[config.mk]
export PLATFORM = sky130hd
export DESIGN_NAME = fetch_unit_flat
export DESIGN_NICKNAME = d
export VERILOG_FILES = /design/src/rtl/fetch_unit_if.sv /design/src/rtl/fetch_unit.sv /design/src/flat_wrapper.sv
export SDC_FILE = /design/constraint.sdc
export NUM_CORES = 1
export LEC_CHECK = 0
export ABC_AREA = 1
export CAP_MARGIN = 10
export CORE_ASPECT_RATIO = 2
export CORE_UTILIZATION = 34
export DETAILED_ROUTE_END_ITERATION = 16
export GPL_ROUTABILITY_DRIVEN = 0
export GPL_TIMING_DRIVEN = 0
export PLACE_DENSITY_LB_ADDON = 0.05
export SLEW_MARGIN = 40
export SYNTH_ARGS = -nofsm -noshare
export SYNTH_HDL_FRONTEND = slang
export SYNTH_SLANG_ARGS = --single-unit
[constraint.sdc]
create_clock -name clk -period 10.68 [get_ports clk]
set_clock_uncertainty 0.05 [all_clocks]
set_input_delay 2.67 -clock clk [delete_from_list [all_inputs] [get_ports clk]]
set_output_delay 2.67 -clock clk [all_outputs]
set_load 0.005 [all_outputs]
[src/rtl/fetch_unit_if.sv]
// ---------------------------------------------------------------------------
// fetch_unit_if
//
// Bundles every bus signal of the instruction fetch stage:
//   - instruction memory read port:  imem_addr (byte address), imem_rdata
//   - redirect from execute:         redirect_valid, redirect_pc
//   - decode handshake:              out_valid, out_ready, out_instr, out_pc
//   - status:                        fault
//
// Modports:
//   master - the fetch unit itself (drives imem_addr, out_*, fault)
//   slave  - the surrounding environment (memory, execute, decode)
// ---------------------------------------------------------------------------
interface fetch_unit_if #(
    parameter int Depth     = 128,
    parameter int Width     = 32,
    parameter int AddrWidth = $clog2(Depth) + 2
);
    logic [AddrWidth-1:0] imem_addr;
    logic [Width-1:0]     imem_rdata;
    logic                 redirect_valid;
    logic [AddrWidth-1:0] redirect_pc;
    logic                 out_valid;
    logic                 out_ready;
    logic [Width-1:0]     out_instr;
    logic [AddrWidth-1:0] out_pc;
    logic                 fault;

    modport master (
        output imem_addr,
        input  imem_rdata,
        input  redirect_valid,
        input  redirect_pc,
        output out_valid,
        input  out_ready,
        output out_instr,
        output out_pc,
        output fault
    );

    modport slave (
        input  imem_addr,
        output imem_rdata,
        output redirect_valid,
        output redirect_pc,
        input  out_valid,
        output out_ready,
        input  out_instr,
        input  out_pc,
        input  fault
    );
endinterface

[src/rtl/fetch_unit.sv]
// ---------------------------------------------------------------------------
// fetch_unit
//
// Instruction fetch stage sitting directly in front of InstructionMem. Holds
// the program counter, reads one word per cycle combinationally from the
// memory, stores it with its byte address in a 2-entry FIFO and hands the
// head to decode over a valid/ready handshake. Execute can redirect the PC;
// a misaligned redirect target halts the stage until reset.
//
// Ports:
//   clk           rising-edge clock
//   reset         synchronous, active-low reset
//   bus           fetch_unit_if.master:
//                   imem_addr      byte address to memory (equals PC)
//                   imem_rdata     word read from memory, same cycle
//                   redirect_valid one-cycle redirect request
//                   redirect_pc    redirect byte-address target
//                   out_valid      FIFO head valid
//                   out_ready      decode accepts the head
//                   out_instr      head instruction word
//                   out_pc         head byte address
//                   fault          sticky misaligned-redirect flag
//   perf_fetched  (FETCH_PERF_EN only) saturating count of pushes
//   perf_stall    (FETCH_PERF_EN only) saturating count of full-buffer stalls
//
// Optional feature macro: FETCH_PERF_EN
// ---------------------------------------------------------------------------
module fetch_unit #(
    parameter int Depth     = 128,
    parameter int Width     = 32,
    parameter int ResetPC   = 0,
    parameter int AddrWidth = $clog2(Depth) + 2
) (
    input  logic          clk,
    input  logic          reset,
    fetch_unit_if.master  bus
`ifdef FETCH_PERF_EN
    ,
    output logic [31:0]   perf_fetched,
    output logic [31:0]   perf_stall
`endif
);

    typedef enum logic {
        FETCH,
        HALT
    } state_t;

    localparam logic [AddrWidth-1:0] ResetAddr = AddrWidth'(ResetPC);
    // Address of the last word; the PC wraps to zero after it.
    localparam logic [AddrWidth-1:0] LastAddr  = AddrWidth'(4 * (Depth - 1));

    state_t               state;
    logic [AddrWidth-1:0] pc;
    logic [1:0]           count;
    logic [Width-1:0]     instr_q [2];
    logic [AddrWidth-1:0] pc_q    [2];
    logic                 fault_q;

    logic                 redirect;
    logic                 misaligned;
    logic                 pop;
    logic                 push;
    logic [AddrWidth-1:0] pc_next_seq;

    // Entry 0 is always the head, so the outputs are straight register reads.
    assign bus.imem_addr = pc;
    assign bus.out_valid = (count != 2'd0);
    assign bus.out_instr = instr_q[0];
    assign bus.out_pc    = pc_q[0];
    assign bus.fault     = fault_q;

    // A redirect wins over everything: it suppresses both the pop (the head
    // is squashed, not handed to decode) and the push. In HALT redirects are
    // ignored, and count is zero so no pop or push can happen either.
    always_comb begin
        redirect    = (state == FETCH) && bus.redirect_valid;
        misaligned  = (bus.redirect_pc[1:0] != 2'b00);
        pop         = bus.out_valid && bus.out_ready && !redirect;
        push        = (state == FETCH) && !redirect && ((count != 2'd2) || pop);
        pc_next_seq = (pc == LastAddr) ? '0 : pc + AddrWidth'(4);
    end

    // PC, state, fault and the FIFO. On a simultaneous push and pop the new
    // word lands behind whatever survives the pop, keeping the count stable.
    always_ff @(posedge clk) begin
        if (!reset) begin
            state      <= FETCH;
            pc         <= ResetAddr;
            count      <= 2'd0;
            fault_q    <= 1'b0;
            instr_q[0] <= '0;
            instr_q[1] <= '0;
            pc_q[0]    <= '0;
            pc_q[1]    <= '0;
        end else if (redirect) begin
            count <= 2'd0;
            pc    <= {bus.redirect_pc[AddrWidth-1:2], 2'b00};
            if (misaligned) begin
                fault_q <= 1'b1;
                state   <= HALT;
            end
        end else begin
            if (push) begin
                pc <= pc_next_seq;
            end
            case ({push, pop})
                2'b10: begin
                    if (count == 2'd0) begin
                        instr_q[0] <= bus.imem_rdata;
                        pc_q[0]    <= pc;
                    end else begin
                        instr_q[1] <= bus.imem_rdata;
                        pc_q[1]    <= pc;
                    end
                    count <= count + 2'd1;
                end
                2'b01: begin
                    instr_q[0] <= instr_q[1];
                    pc_q[0]    <= pc_q[1];
                    count      <= count - 2'd1;
                end
                2'b11: begin
                    if (count == 2'd1) begin
                        instr_q[0] <= bus.imem_rdata;
                        pc_q[0]    <= pc;
                    end else begin
                        instr_q[0] <= instr_q[1];
                        pc_q[0]    <= pc_q[1];
                        instr_q[1] <= bus.imem_rdata;
                        pc_q[1]    <= pc;
                    end
                end
                default: begin
                end
            endcase
        end
    end

`ifdef FETCH_PERF_EN
    logic stall_cycle;

    // A stall is a FETCH cycle with a full buffer that decode does not drain.
    assign stall_cycle = (state == FETCH) && (count == 2'd2) && !bus.out_ready;

    // Saturating performance counters.
    always_ff @(posedge clk) begin
        if (!reset) begin
            perf_fetched <= '0;
            perf_stall   <= '0;
        end else begin
            if (push && (perf_fetched != '1)) begin
                perf_fetched <= perf_fetched + 32'd1;
            end
            if (stall_cycle && (perf_stall != '1)) begin
                perf_stall <= perf_stall + 32'd1;
            end
        end
    end
`endif

endmodule

[src/flat_wrapper.sv]
// flat-port wrapper written by rule: the top's interface ports become plain ports
module fetch_unit_flat 
#(
    parameter int Depth     = 128,
    parameter int Width     = 32,
    parameter int ResetPC   = 0,
    parameter int AddrWidth = $clog2(Depth) + 2
)
  (clk, reset, bus_imem_addr, bus_imem_rdata, bus_redirect_valid, bus_redirect_pc, bus_out_valid, bus_out_ready, bus_out_instr, bus_out_pc, bus_fault);
  fetch_unit_if #(.Depth(Depth), .Width(Width), .AddrWidth(AddrWidth)) bus_i ();
  input  logic clk;
  input  logic reset;
  output wire logic [$bits(bus_i.imem_addr)-1:0] bus_imem_addr;
  input wire logic [$bits(bus_i.imem_rdata)-1:0] bus_imem_rdata;
  input wire logic [$bits(bus_i.redirect_valid)-1:0] bus_redirect_valid;
  input wire logic [$bits(bus_i.redirect_pc)-1:0] bus_redirect_pc;
  output wire logic [$bits(bus_i.out_valid)-1:0] bus_out_valid;
  input wire logic [$bits(bus_i.out_ready)-1:0] bus_out_ready;
  output wire logic [$bits(bus_i.out_instr)-1:0] bus_out_instr;
  output wire logic [$bits(bus_i.out_pc)-1:0] bus_out_pc;
  output wire logic [$bits(bus_i.fault)-1:0] bus_fault;
  assign bus_imem_addr = bus_i.imem_addr;
  assign bus_i.imem_rdata = bus_imem_rdata;
  assign bus_i.redirect_valid = bus_redirect_valid;
  assign bus_i.redirect_pc = bus_redirect_pc;
  assign bus_out_valid = bus_i.out_valid;
  assign bus_i.out_ready = bus_out_ready;
  assign bus_out_instr = bus_i.out_instr;
  assign bus_out_pc = bus_i.out_pc;
  assign bus_fault = bus_i.fault;
  fetch_unit #(.Depth(Depth), .Width(Width), .ResetPC(ResetPC), .AddrWidth(AddrWidth)) u_core (.clk(clk), .reset(reset), .bus(bus_i));
endmodule
==> results of run 1 <==
-- worst max path at each step --
stage	start	endpoint	slack, ns	cells past startpoint
final	bus_redirect_valid	u_core.instr_q[0][50]$_DFFE_PP_	5.13	11
after detailed placement	bus_redirect_valid	u_core.instr_q[0][43]$_DFFE_PP_	4.72	11
after CTS	bus_redirect_valid	u_core.instr_q[0][50]$_DFFE_PP_	5.07	11
after global placement	bus_redirect_valid	u_core.pc_q[0][6]$_DFFE_PP_	-1.98	7
after floorplan	bus_redirect_valid	u_core.instr_q[0][0]$_DFFE_PP_	1.72	6
after global routing	bus_redirect_valid	u_core.instr_q[0][50]$_DFFE_PP_	4.91	11
-- cell usage in the layout, fill, tap and decap left out, types with 2 or more instances in the layout --
| cell type | instances |
|---|---|
| a21oi_1 | 40 |
| a31oi_1 | 4 |
| buf_2 | 26 |
| buf_4 | 44 |
| buf_8 | 2 |
| clkbuf_1 | 4 |
| clkbuf_16 | 9 |
| clkdlybuf4s50_1 | 96 |
| clkinvlp_4 | 2 |
| dfxtp_1 | 12 |
| edfxtp_1 | 82 |
| ha_1 | 7 |
| inv_1 | 95 |
| inv_2 | 3 |
| nand2_1 | 110 |
| nand3_1 | 55 |
| nor2_1 | 22 |
| nor2_4 | 3 |
| nor3_1 | 2 |
| o21ai_0 | 15 |
| o21ai_1 | 32 |
-- metrics by stage --
step / setup TNS [ns] / total power, uW
final: 0 / 932
after global routing: 0 / 976
after CTS: 0 / 945
after detailed placement: 0 / 630
after global placement: -81.28 / 625
after floorplan: 0 / 546
-- final cells by class --
class                   count  area (um2)
flip-flops and latches     94        2700
plain buffers              65         434
repair buffers            106        1040
clock buffers              11         233
clock inverters             4        48.8
multi-input cells         299        1470
well taps                 192         240
fillers                  1427        7730
inverters                  99         374
-- metal layers --
layer	GRT usage	vias up
met3	0.0272	12
met5	0	-
li1	-	2008
met2	0.305	80
met1	0.180	1845
met4	0.0540	0
-- power breakdown --
group          total (uW)  switching (uW)  internal, uW  leakage [uW]
logic                 167            76.2          90.5       0.00169
registers             452            12.6           439      0.000955
clock network         313             134           180      0.000129
-- flip-flops by register name, indices dropped and copies added, names as in the netlist --
signal and cells:
u_core.instr_q 64, u_core.pc_q 18, u_core.bus.imem_addr 9, u_core.count 2, u_core.state 1
-- worst max-delay path, stage by stage --
cell and delay, ns:
clkdlybuf4s50_1 0.45, inv_1 0.07, nor2_4 0.16, buf_2 0.26, nor2_1 0.11, ha_1 0.24, nor2_1 0.46, nor2_4 0.15
buf_2 0.24, o22ai_4 0.48, buf_8 0.25
-- cell families (layout without fill, tap and decap cells) --
| group | Yosys count | after routing |
|---|---|---|
| adder cells (fa/ha/maj) | 7 | 7 |
| AND/OR/NAND/NOR | 196 | 196 |
| buffers and inverters | 164 | 285 |
| AO/OA/AOI/OAI | 95 | 95 |
| XOR/XNOR | 1 | 1 |
| flip-flops | 94 | 94 |
==> impl_metrics.tcl, run 1 <==
set metrics [dict create \
    r2r-end "u_core.instr_q[0][50]$_DFFE_PP_" \
    rr_startpoint "u_core.count[0]$_SDFFE_PP0P_" \
    synth_area_leaders "edfxtp_1, nand2_1, inv_1" \
    status "complete, no violations" \
    synth-compound-area-share 0.0991 \
    cts-root-buf "clkbuf_16" \
    die-area_mm2 0.0151 \
    ys_types 28 \
    yosys_most_used_dff "edfxtp_1" \
    startpoint_type "input pin" \
    synthSimpleGateAreaFrac 0.174 \
    io_pins 97 \
    start_util 0.348 \
    syn-cell-area_mm2 0.00496 \
    first_iter_violations 135 \
    vdd_drop_max_v 0.0000837 \
    critPathRequiredTime_ns 10.67 \
    hold_violations 0 \
    place_ws_ns 4.72 \
    wl_met2_mm 6.39 \
    dieHeight_um 173 \
    fin_hold_ws_ns 0.435 \
    ys_warn_count 0 \
    holdPathEnd "u_core.count[0]$_SDFFE_PP0P_" \
    synth_cells 557 \
    numCtsBuffers 9 \
    final_util 0.458 \
    cp-end-kind "flop" \
    io_buffers 96 \
    synthToLayoutAreaGrowth_pct 31.8 \
    wl_mm 11.5 \
    clk_pin_slew_worst_paths_ns 0.06 \
    antenna_cells 0 \
    cts-resized-gates 0 \
    grt_usage 0.163 \
    stdcell_area_mm2 0.00654 \
    first_pass_iters 4 \
    min_from "u_core.count[0]$_SDFFE_PP0P_" \
    core_mm2 0.0143 \
    cp.arrival_ns 5.54 \
    overflow 0 \
    wl_met1_mm 4.62 \
    drtAntennaViolNets 0 \
    setup_violations 0 \
    drc 0 \
    synthAdderAreaFrac 0.0177 \
    hold_path.class "flop to flop" \
    grt_pass1_vias 3909 \
    htreeDepth 3 \
    place_hpwl_mm 8.47 \
    clockBufferDepth 2 \
    routed.top_layer "met4" \
    drive_above_1_share 0.145 \
    clk-insertion-delay-late_ns 0.34 \
    syn_nets 609 \
    wl_per_cell_um 13.2 \
    async_flop_share 0 \
    slew_headroom 0.600 \
    worstRegToRegCells 12 \
    max_slew.worst_pin.slew_ns 0.600 \
    synth_top_area_frac 0.496 \
    p_leak_uw 0.00278 \
    core.rowCount 62 \
    via_per_inst 4.53 \
    post_dp_cell_area_mm2 0.00626 \
    muxShareOfSynthArea 0 \
    final.period_utilization 0.520 \
    power_density_mw_per_mm2 142 \
    vias 3945 \
    die_w_um 87.4 \
    rsz0062_at_grt "false" \
    numPlacedInstances 855 \
    grt_pass1_wl_mm 19.1 \
    seq_area_frac_synth 0.545 \
    clock-sinks 94 \
    maxCapViolCount 0 \
    worst-setup-path-type "input pin to flop" \
    fin_crit_ns 5.55 \
    postCtsSetupBuffers 0 \
    cp_max_fo 15 \
    final_cells 870 \
    ys_top_cells_by_count "nand2_1, inv_1, edfxtp_1" \
    slew_violations 0 \
    fmax_mhz 180 \
    antenna_found_initial 0 \
    grt_max_degree 16 \
    routed-wl-met3_um 338 \
    synth_top_area_cell "edfxtp_1" \
    synth-xor-area-share 0.00177 \
    synth-edff-count 82 \
    final_nets 726 \
    cts_tree "done" \
    hold_depth 2 \
    rrSetupSlack_ns 7.28 \
    synth_top_family_by_area "simple AND/OR/NAND/NOR gates" \
    yosysMostFrequentCell "nand2_1" \
    synth-seq-cells 94 \
    synth_area_per_cell_um2 8.91 \
    holdBufCountCts 0 \
    setup_slack_ns 5.13 \
]
Power figures use the tool's default switching activity.
==> run 2: changes to the inputs <==
==> constraint.sdc (replaced) <==
create_clock -name clk -period 5.09 [get_ports clk]
set_clock_uncertainty 0.05 [all_clocks]
set_input_delay 1.2725 -clock clk [delete_from_list [all_inputs] [get_ports clk]]
set_output_delay 1.2725 -clock clk [all_outputs]
set_load 0.005 [all_outputs]
==> impl_metrics.tcl, run 2 (synthesis gave the netlist of run 1 again) <==
set metrics [dict create \
    status "complete, no violations" \
    grt_pass1_wl_mm 18.6 \
    p_leak_uw 0.00280 \
    drive_above_1_share 0.142 \
    largest_reg_flops 64 \
    dieHeight_um 173 \
    cp-endpoint "u_core.instr_q[0][55]$_DFFE_PP_" \
    cp.arrival_ns 4.17 \
    place_ws_ns 0.511 \
    top_usage_layer "met2" \
    clockBufferDepth 2 \
    slew_violations 0 \
    cts_tree "done" \
    worst-setup-path-type "input pin to flop" \
    cts-root-buf "clkbuf_16" \
    startpoint_type "input pin" \
    clk_pin_slew_worst_paths_ns 0.06 \
    core_mm2 0.0143 \
    core.rowCount 62 \
    p_sw_frac 0.229 \
    rrSetupSlack_ns 1.64 \
    setup_slack_ns 0.912 \
    critPathRequiredTime_ns 5.08 \
    overflow 0 \
    io_buffers 96 \
    die-area_mm2 0.0151 \
    p_int_uw 1580 \
    grtUsageMet1 0.185 \
    via_per_inst 4.54 \
    clock-sinks 94 \
    antenna_cells 0 \
    vias 3937 \
    vdd_drop_max_v 0.000174 \
    fmax_mhz 239 \
    antenna_found_initial 0 \
    postCtsSetupBuffers 0 \
    rr_startpoint "u_core.count[0]$_SDFFE_PP0P_" \
    numPlacedInstances 852 \
    slew_headroom 0.590 \
    wl_per_cell_um 13.1 \
    clk-insertion-delay-late_ns 0.34 \
    final.period_utilization 0.821 \
    regMostFlops "u_core.instr_q" \
    cts-resized-gates 0 \
    p_seq_frac 0.464 \
    holdBufCountCts 0 \
    grt_pass1_vias 3819 \
    setup_violations 0 \
    startpoint "bus_redirect_valid" \
    max_slew.worst_pin.slew_ns 0.615 \
    final_nets 723 \
    cp-end-kind "flop" \
    r2r-end "u_core.instr_q[0][55]$_DFFE_PP_" \
    drtAntennaViolNets 0 \
    synthToLayoutAreaGrowth_pct 33.1 \
    first_iter_violations 179 \
    worstRegToRegCells 13 \
    layout_common_cells "nand2_1, clkdlybuf4s50_1, inv_1" \
    final_cells 868 \
    cp_max_fo 15 \
    hold_path.class "flop to flop" \
    start_util 0.348 \
    grt_max_degree 16 \
    htreeDepth 3 \
    power.share.combinational 0.173 \
    io_pins 97 \
    wl_mm 11.4 \
    fin_crit_ns 4.18 \
    rsz0062_at_grt "false" \
    numCtsBuffers 9 \
    use_met2 0.290 \
    maxCapViolCount 0 \
    n_fill_cell 1439 \
    p_sw_uw 467 \
    final_util 0.463 \
    grt_usage 0.159 \
    drc 0 \
    die_w_um 87.4 \
    place_hpwl_mm 8.47 \
    final_common_cell "nand2_1" \
    first_pass_iters 4 \
    use_met3 0.0239 \
    hold_violations 0 \
    pwr-share-clk 0.363 \
    power_density_mw_per_mm2 309 \
]
run 2: cell types whose count changed in the layout (fill, tap and decap cells not counted):
cell and delta:
buf_2 -6, buf_4 -1, buf_6 +4, bufinv_16 +1
clkbuf_1 +1, clkbuf_16 +1, clkinv_1 -1, clkinvlp_4 -1
o311ai_2 -1, o311ai_4 +1
run 2: final cells by class:
class | count | area (um2) | area share
clock inverter | 3 | 67.6 | 0.0102
multi-input combinational | 299 | 1480 | 0.224
tap | 192 | 240 | 0.0364
sequential | 94 | 2700 | 0.409
timing repair buffer | 103 | 1040 | 0.158
inverter | 99 | 374 | 0.0566
buffer | 65 | 434 | 0.0657
clock buffer | 13 | 262 | 0.0396
run 2: how the worst min path moves through the flow:
stage                                            start  slack [ns]  depth (start not counted)                           end
after floorplan           u_core.count[0]$_SDFFE_PP0P_        0.41                          2  u_core.count[0]$_SDFFE_PP0P_
after global placement    u_core.count[0]$_SDFFE_PP0P_        0.43                          2  u_core.count[0]$_SDFFE_PP0P_
after detailed placement  u_core.count[0]$_SDFFE_PP0P_        0.43                          2  u_core.count[0]$_SDFFE_PP0P_
after CTS                 u_core.count[0]$_SDFFE_PP0P_        0.44                          2  u_core.count[0]$_SDFFE_PP0P_
after global routing      u_core.count[0]$_SDFFE_PP0P_        0.47                          2  u_core.count[0]$_SDFFE_PP0P_
final                     u_core.count[0]$_SDFFE_PP0P_        0.44                          2  u_core.count[0]$_SDFFE_PP0P_
run 2: per-layer routing:
| layer | routed length [um] | part of all wire | up-vias |
|---|---|---|---|
| li1 | - | - | 1999 |
| met1 | 4560 | 0.40 | 1836 |
| met2 | 6290 | 0.55 | 94 |
| met3 | 387 | 0.034 | 8 |
| met4 | 137 | 0.012 | 0 |
| met5 | 0 | 0 | - |
run 2: power groups by stage:
stage	sequential (uW)	clock, uW	combinational [uW]
2_1_floorplan	961	0	182
3_3_place_gp	968	0	336
3_5_place_dp	965	0	359
4_1_cts	949	763	360
5_1_grt	955	788	391
6_report	948	741	353
run 2: critical path: stages:
cell and delay [ns]:
clkdlybuf4s50_1 0.46, inv_1 0.07, nor2_4 0.16, buf_2 0.27, nor2_1 0.11, ha_1 0.25
nor2_1 0.46, nor2_4 0.14, buf_2 0.24, o22ai_4 0.33, buf_6 0.21, buf_8 0.18
run 2: metrics by stage:
step / setup TNS, ns / hold slack (ns) / area (um2) / total power (uW)
after floorplan: 0 / 0.411 / 4980 / 1140
after global placement: -65.02 / 0.426 / 6180 / 1300
after detailed placement: 0 / 0.433 / 6280 / 1320
after CTS: 0 / 0.441 / 6610 / 2070
after global routing: 0 / 0.473 / 6610 / 2130
final: 0 / 0.439 / 6610 / 2040
==> run 3: changes to the inputs <==
==> constraint.sdc (replaced) <==
create_clock -name clk -period 4.2 [get_ports clk]
set_clock_uncertainty 0.05 [all_clocks]
set_input_delay 1.05 -clock clk [delete_from_list [all_inputs] [get_ports clk]]
set_output_delay 1.05 -clock clk [all_outputs]
set_load 0.005 [all_outputs]
==> impl_metrics.tcl, run 3 (synthesis gave the netlist of run 1 again) <==
set metrics [dict create \
    place_hpwl_mm 8.43 \
    violations "DRC" \
    first_pass_iters 10 \
    wl_met2_mm 6.18 \
    grt_max_degree 16 \
    regMostFlops "u_core.instr_q" \
    dieHeight_um 173 \
    core.rowCount 62 \
    final_cells 868 \
    cpMaxStageDelayCell "nor2_1" \
    routed.top_layer "met4" \
    cts_tree "done" \
    worstRegToRegCells 13 \
    wl_met1_mm 4.63 \
    slew_headroom 0.548 \
    cts-root-buf "clkbuf_16" \
    multiInputGateArea_mm2 0.00148 \
    vias 3925 \
    clock-sinks 94 \
    via_per_inst 4.52 \
    final_nets 723 \
    vdd_drop_max_v 0.000210 \
    core_mm2 0.0143 \
    antenna_cells 0 \
    cp.arrival_ns 3.88 \
    power_density_mw_per_mm2 355 \
    io_buffers 96 \
    holdBufCountCts 0 \
    grt_usage 0.161 \
    drc 1 \
    drive_above_1_share 0.142 \
    cts-resized-gates 0 \
    wl_mm 11.4 \
    cp_max_fo 15 \
    io_pins 97 \
    numCtsBuffers 9 \
    numPlacedInstances 852 \
    clockBufferDepth 2 \
    layout_common_cells "nand2_1, clkdlybuf4s50_1, inv_1" \
    grt_pass1_wl_mm 18.8 \
    min_from "u_core.count[0]$_SDFFE_PP0P_" \
    max_slew.worst_pin.slew_ns 0.677 \
    r2r-end "u_core.pc_q[0][10]$_DFFE_PP_" \
    holdPathEnd "u_core.count[0]$_SDFFE_PP0P_" \
    largest_reg_flops 64 \
    seqCellArea_mm2 0.00270 \
    startpoint_type "input pin" \
    final.period_utilization 0.924 \
    die-area_mm2 0.0151 \
    htreeDepth 3 \
    drtAntennaViolNets 0 \
    n_fill_cell 1454 \
    antenna_found_initial 0 \
    final_common_cell "nand2_1" \
    overflow 0 \
    start_util 0.348 \
    wl_per_cell_um 13.1 \
    clk_pin_slew_worst_paths_ns 0.07 \
    status "complete, but fails checks" \
    fin_hold_ws_ns 0.440 \
    die_w_um 87.4 \
    postCtsSetupBuffers 0 \
    fmax_mhz 258 \
    rrSetupSlack_ns 0.87 \
    fin_crit_ns 3.88 \
    worst-setup-path-type "input pin to flop" \
    setup_violations 0 \
    rsz0062_at_grt "false" \
    hold_violations 0 \
    routed-wl-met3_um 370 \
    hold_depth 2 \
    maxCapViolCount 0 \
    hold_path.class "flop to flop" \
    slew_violations 0 \
    first_iter_violations 192 \
    clk-insertion-delay-late_ns 0.34 \
    rr_startpoint "u_core.count[0]$_SDFFE_PP0P_" \
    grt_pass1_vias 3923 \
    cp_cell_sequence "clkdlybuf4s50_1 > inv_1 > nor2_4 > buf_2 > nor2_1 > ha_1 > nor2_1 > nor2_4 > buf_2 > o22ai_4 > buf_8 > buf_8" \
    max_stage_delay_ns 0.50 \
    critPathRequiredTime_ns 4.20 \
    synthToLayoutAreaGrowth_pct 32.1 \
    p_leak_uw 0.00277 \
    cp-end-kind "flop" \
]
==> run 3: cell count changes in the layout (fill, tap and decap cells not counted), sizes merged <==
cell and change:
clkbuf -4, clkinv +3, clkinvlp +3, bufinv -2
==> run 3: critical path: cells and delay by family <==
kind            cells  cell delay (ns)
fa+ha+maj           1             0.25
buf+inv             6             1.42
compound gates      1             0.22
simple gates        4             0.93
==> run 3: per-layer routing <==
layer / track usage / vias up
met5: 0 / -
met2: 0.292 / 84
li1: - / 2007
met4: 0.0608 / 0
met3: 0.0277 / 15
met1: 0.181 / 1819
==> run 3: power by group <==
part,internal [uW],total (uW),leakage (uW),switching [uW]
sequential,1120,1150,0.000955,32.3
clock,395,750,0.000116,355
combinational,235,431,0.00169,195
==> run 3: per-stage QoR <==
step                power, uW  instance area (um2)  setup TNS [ns]  setup WS, ns  utilization
floorplan                1390                 4990               0         0.205            -
global placement         1580                 6190          -75.49         -1.21        0.433
detailed placement       1610                 6290          -0.530       -0.0488        0.441
CTS                      2350                 6560               0         0.313        0.459
global route             2430                 6560               0         0.135        0.459
finish                   2330                 6560               0         0.318        0.459
==> run 3: final cells by class <==
| class | count | area share |
|---|---|---|
| plain buffers | 65 | 0.0662 |
| clock buffers | 9 | 0.0344 |
| clock inverters | 7 | 0.00630 |
| inverters | 99 | 0.0571 |
| multi-input cells | 299 | 0.226 |
| flip-flops and latches | 94 | 0.412 |
| well taps | 192 | 0.0366 |
| repair buffers | 103 | 0.161 |
==> run 3: worst max path at each step <==
stage	slack [ns]	from	end	cells after the start
6_report	0.32	bus_redirect_valid	u_core.pc_q[0][10]$_DFFE_PP_	12
5_1_grt	0.14	bus_redirect_valid	u_core.pc_q[0][10]$_DFFE_PP_	12
4_1_cts	0.31	bus_redirect_valid	u_core.instr_q[0][34]$_DFFE_PP_	12
3_5_place_dp	-0.05	bus_redirect_valid	u_core.instr_q[0][33]$_DFFE_PP_	12
3_3_place_gp	-1.21	bus_redirect_valid	u_core.instr_q[0][32]$_DFFE_PP_	10
2_1_floorplan	0.21	bus_redirect_valid	u_core.instr_q[0][32]$_DFFE_PP_	9
